===== src/rtl/cmp_pkg.sv =====
// Shared 2-bit compare result codes and the sequencer state encoding
// used by the sliced magnitude comparator.
package cmp_pkg;

    localparam logic [1:0] CMP_NONE = 2'b00;
    localparam logic [1:0] CMP_EQ   = 2'b01;
    localparam logic [1:0] CMP_GT   = 2'b10;
    localparam logic [1:0] CMP_LT   = 2'b11;

    typedef enum logic [1:0] {
        ST_IDLE,
        ST_RUN,
        ST_DONE
    } state_t;

endpackage


===== src/rtl/slice_cmp.sv =====
// Combinational SLICE-bit magnitude compare; top_sgn treats the slice MSB
// as a two's-complement sign bit, otherwise the slice is unsigned.
module slice_cmp
    import cmp_pkg::*;
#(
    parameter int SLICE = 4
) (
    input  logic [SLICE-1:0] a,
    input  logic [SLICE-1:0] b,
    input  logic             top_sgn,
    output logic [1:0]       cmp
);

    // One extra bit lets a single signed compare cover both modes.
    logic signed [SLICE:0] a_ext;
    logic signed [SLICE:0] b_ext;

    assign a_ext = {top_sgn & a[SLICE-1], a};
    assign b_ext = {top_sgn & b[SLICE-1], b};

    always_comb begin
        cmp = CMP_EQ;
        if (a_ext > b_ext) begin
            cmp = CMP_GT;
        end else if (a_ext < b_ext) begin
            cmp = CMP_LT;
        end
    end

endmodule


===== src/rtl/compare_seq.sv =====
// Multi-cycle WIDTH-bit comparator examining SLICE bits per clock, MSB first.
// Define COMPARE_SEQ_EARLY_EXIT_EN to finish on the first differing slice.
module compare_seq
    import cmp_pkg::*;
#(
    parameter int WIDTH = 16,
    parameter int SLICE = 4
) (
    input  logic             clk,
    input  logic             rst,
    input  logic             start,
    input  logic             sgn,
    input  logic [WIDTH-1:0] A,
    input  logic [WIDTH-1:0] B,
    output logic [1:0]       C,
    output logic             busy,
    output logic             done
);

    localparam int NSLICE = WIDTH / SLICE;
    localparam int IDX_W  = (NSLICE > 1) ? $clog2(NSLICE) : 1;
    localparam logic [IDX_W-1:0] IDX_TOP = IDX_W'(NSLICE - 1);
`ifdef COMPARE_SEQ_EARLY_EXIT_EN
    localparam bit EARLY_EXIT = 1'b1;
`else
    localparam bit EARLY_EXIT = 1'b0;
`endif

    state_t             state_q, state_d;
    logic [IDX_W-1:0]   idx_q;
    logic               decided_q;
    logic [1:0]         res_q;
    logic [1:0]         c_q;
    logic [WIDTH-1:0]   a_q, b_q;
    logic               sgn_q;

    logic [SLICE-1:0]   a_sl, b_sl;
    logic [1:0]         slice_res;
    logic [1:0]         cur_res;
    logic               slice_diff;
    logic               load;
    logic               exit_run;

    assign a_sl = a_q[idx_q*SLICE +: SLICE];
    assign b_sl = b_q[idx_q*SLICE +: SLICE];

    slice_cmp #(.SLICE(SLICE)) u_slice_cmp (
        .a       (a_sl),
        .b       (b_sl),
        .top_sgn (sgn_q && (idx_q == IDX_TOP)),
        .cmp     (slice_res)
    );

    // Once a slice has differed, its verdict is frozen; lower slices are ignored.
    assign slice_diff = (slice_res != CMP_EQ);
    assign cur_res    = decided_q ? res_q : slice_res;

    always_comb begin
        state_d  = state_q;
        load     = 1'b0;
        exit_run = 1'b0;
        case (state_q)
            ST_IDLE: begin
                if (start) begin
                    load    = 1'b1;
                    state_d = ST_RUN;
                end
            end
            ST_RUN: begin
                if ((idx_q == '0) || (EARLY_EXIT && !decided_q && slice_diff)) begin
                    exit_run = 1'b1;
                    state_d  = ST_DONE;
                end
            end
            ST_DONE: begin
                if (start) begin
                    load    = 1'b1;
                    state_d = ST_RUN;
                end else begin
                    state_d = ST_IDLE;
                end
            end
            default: state_d = ST_IDLE;
        endcase
    end

    always_ff @(posedge clk or posedge rst) begin
        if (rst) begin
            state_q   <= ST_IDLE;
            idx_q     <= IDX_TOP;
            decided_q <= 1'b0;
            c_q       <= CMP_NONE;
        end else begin
            state_q <= state_d;
            if (load) begin
                idx_q     <= IDX_TOP;
                decided_q <= 1'b0;
            end else if (state_q == ST_RUN) begin
                idx_q <= idx_q - IDX_W'(1);
                if (slice_diff) begin
                    decided_q <= 1'b1;
                end
            end
            if (exit_run) begin
                c_q <= cur_res;
            end
        end
    end

    // Operand latches and the frozen verdict are only read after being written.
    always_ff @(posedge clk) begin
        if (load) begin
            a_q   <= A;
            b_q   <= B;
            sgn_q <= sgn;
        end
        if ((state_q == ST_RUN) && !decided_q) begin
            res_q <= slice_res;
        end
    end

    assign C    = c_q;
    assign busy = (state_q == ST_RUN);
    assign done = (state_q == ST_DONE);

endmodule


===== config.mk =====
export PLATFORM = sky130hd
export DESIGN_NAME = compare_seq
export DESIGN_NICKNAME = d
export VERILOG_FILES = /design/src/rtl/cmp_pkg.sv /design/src/rtl/slice_cmp.sv /design/src/rtl/compare_seq.sv
export SDC_FILE = /design/constraint.sdc
export NUM_CORES = 1
export LEC_CHECK = 0
export ABC_AREA = 1
export CAP_MARGIN = 30
export CORE_UTILIZATION = 50
export CTS_BUF_LIST = sky130_fd_sc_hd__clkbuf_16
export DETAILED_ROUTE_END_ITERATION = 10
export PLACE_DENSITY = 0.78
export SETUP_SLACK_MARGIN = 0.1
export SYNTH_ARGS = -nofsm -noshare
export SYNTH_HDL_FRONTEND = slang
export SYNTH_HIERARCHICAL = 1
export SYNTH_SLANG_ARGS = --single-unit
export TNS_END_PERCENT = 10

===== constraint.sdc =====
create_clock -name clk -period 6.46 [get_ports clk]
set_input_delay 0.646 -clock clk [delete_from_list [all_inputs] [get_ports clk]]
set_output_delay 0.646 -clock clk [all_outputs]
set_load 0.005 [all_outputs]

==> flow_summary.ini <==
[floorplan]
die_w_um = 66.0
die_y_um = 66.0
io_pins = 40
die_area_um2 = 4360
initial_core_util_pct = 54.0
num_rows = 22
core_area_um2 = 3800

[yosys]
synth_most_common_cell = nand2_1
syn_area_per_cell_um2 = 9.90
netlist.area_leader.share_pct = 51.3
async_reset_ff_share_pct = 16.7
yosys_register_bits = 42
synth_common_cells = nand2_1, inv_1, edfxtp_1
synth_top_area_cell = edfxtp_1
syn_nets = 249
synth_edf_count = 35
yosys_most_used_dff = edfxtp_1
syn_area_um2 = 2050
synth_area_leaders = edfxtp_1, nand2_1, inv_1, dfrtp_1, nand3_1
ys_seq_area_share_pct = 60.0
netlist_instances = 207
yosys_warnings = 6
ys_types = 22

[status]
status = completed

[clock_network]
clock_sinks = 42
cts_max_level = 2
numCtsBuffers = 5
cts-root-buf = clkbuf_16
cts_resized = 0
clockBufferDepth = 2
postCtsHoldBufs = 0
postCtsSetupRepairBufs = 0
tritoncts = done
path_clk_slew_ns = 0.06
clk_latency_ns = 0.28

[place]
place.detailed.hpwl_mm = 2.41
port-buffer-count = 39
finalWeightedCongestion = 0.800

[worst_hold_path]
min_path_cells = 2
holdCritPathClass = reg -> reg
min_to = C[0]
hp-start = C[0]

[setup_path]
crit_family = simple AND/OR/NAND/NOR gates
end_kind = flip-flop
required_ns = 6.63
worstReg2RegStart = idx_q[0]
path_common_cell = nand2_1
worstReg2RegEnd = C[0]
crit_type = reg -> reg
crit_fanout = 19
cp_cell_sequence = inv_6 > nand2_1 > nand3_1 > nand2_1 > inv_1 > ha_1 > a21o_2 > nand3_2 > nand3_2 > nand2_2 > nand3_2 > nand2_1 > nand2_1 > nand2_1 > nand2_1
crit_buf_inv = 2
critPathArrivalTime_ns = 2.55
rr_worst_depth = 15
slowest_delay_ns = 0.78
start_kind = flip-flop
reg2reg_slack_ns = 4.08
slowest_stage = dfstp_2

[timing]
max_slew_margin_pct = 71.4
tightest_slew_ns = 0.429
period_needed_ns = 2.38
setup_viol = 0
fin_skew_ns = 0.00469
post-route-period-util_pct = 36.8
rsz0062_at_grt = no
fmax_mhz = 421
holdWs_ns = 0.489
hold_violations = 0
final_max_slew_viol_count = 0
tns_ns = 0

[route]
dr_total_vias = 1396
firstDrtPassIters = 4
drt_iter0_drc = 40
detail_route.wl_per_cell_um = 10.8
drc = 0
drt_wl_total_mm = 3.24
via_per_inst = 4.67
ant_nets = 0

[global_routing]
overflow = 0
grt_pass1_vias = 1292
antenna_found_initial = 0
track_usage_pct = 17.5
grt_max_degree = 26
grt_pass1_wl_mm = 5.45

[cells_and_area]
syn2layout_area_growth_pct = 29.2
regArea_um2 = 1230
diodes = 0
multi_input_area_um2 = 577
final_util_pct = 69.7
fill_cells = 284
nets = 292
drive_gt1_share_pct = 10.8

[power_and_ir_drop]
power_leakage_nw = 1.24
combPwrFrac_pct = 41.5
p_per_area_nw_per_um2 = 454
p_switching_mw = 0.438
pwr-share-seq_pct = 36.0
vdd_drop_max_mv = 0.216
power_frac_clock_pct = 22.5
intPower_mw = 0.765
switching_share_pct = 36.4

[flow_run]
cap_violations = 0
-- worst max-delay path by stage --
stage,start,end,slack [ns],cells past startpoint
2_1_floorplan,idx_q[0],C[0],4.38,17
3_3_place_gp,start,b_q[2],3.96,3
3_5_place_dp,idx_q[0],C[0],4.07,15
4_1_cts,idx_q[0],C[0],4.05,15
5_1_grt,idx_q[0],C[1],3.87,13
6_report,idx_q[0],C[0],4.08,15
-- cell families (layout without fill, tap and decap cells) --
family	count (synthesis)	count (layout)	synth area share [%]
AOI/OAI and AO/OA	2	2	0.671
DFF	42	42	60.0
and+or+nand+nor	102	102	23.8
buffers and inverters	55	99	11.9
adders and majority gates	6	6	3.66
-- per-stage QoR --
step	instance area, um^2	power, mW	std cells	worst slack (ns)
after floorplan	2050	0.826	207	4.38
after detailed placement	2480	0.941	291	4.07
after global routing	2650	1.31	299	3.87
final	2650	1.20	299	4.08
after CTS	2650	1.22	299	4.05
after global placement	2460	0.917	290	3.96
-- worst min-delay path: cells and delay by family, from the launching register on --
kind	cells	cell delay [ns]
flip-flops	1	0.35
AND/OR/NAND/NOR	2	0.11
-- flip-flops by register name, indices dropped and copies added (netlist names) --
register,flops
a_q,16
b_q,16
res_q,2
sgn_q,1
idx_q,2
state_q,2
C,2
decided_q,1
-- per-layer routing --
| metal | vias to the layer above | part of all wire [%] | global-route usage (%) |
|---|---|---|---|
| met3 | 5 | 4.5 | 5.86 |
| met4 | 0 | 0.93 | 5.59 |
| met5 | - | 0 | 0 |
| met2 | 32 | 53 | 31.0 |
| met1 | 633 | 42 | 19.8 |
| li1 | 726 | - | - |
-- placed cells by master, fill, tap and decap left out, drive strengths merged --
cell type,instances
clkdlybuf4s50,39
buf,1
a21o,1
nand4,2
o21ai,1
ha,6
clkbuf,5
bufinv,1
edfxtp,35
inv,52
dfstp,2
dfrtp,5
nor2,8
nand3,24
nand2,68
clkinv,1
-- power groups by stage --
| stage | sequential, mW | clock [mW] | combinational [mW] |
|---|---|---|---|
| 6_report | 0.433 | 0.270 | 0.499 |
| 5_1_grt | 0.445 | 0.289 | 0.572 |
| 4_1_cts | 0.435 | 0.276 | 0.505 |
| 3_5_place_dp | 0.440 | 0 | 0.501 |
| 3_3_place_gp | 0.439 | 0 | 0.479 |
| 2_1_floorplan | 0.405 | 0 | 0.421 |
-- final cells by class --
class | instances | share of cell area [%]
flip-flops and latches | 42 | 46.4
multi-input cells | 110 | 21.8
repair buffers | 40 | 15.8
inverters | 51 | 7.61
clock buffers | 5 | 4.73
well taps | 48 | 2.27
clock inverters | 3 | 1.42
Note: power is estimated with default switching activity, not from simulation.
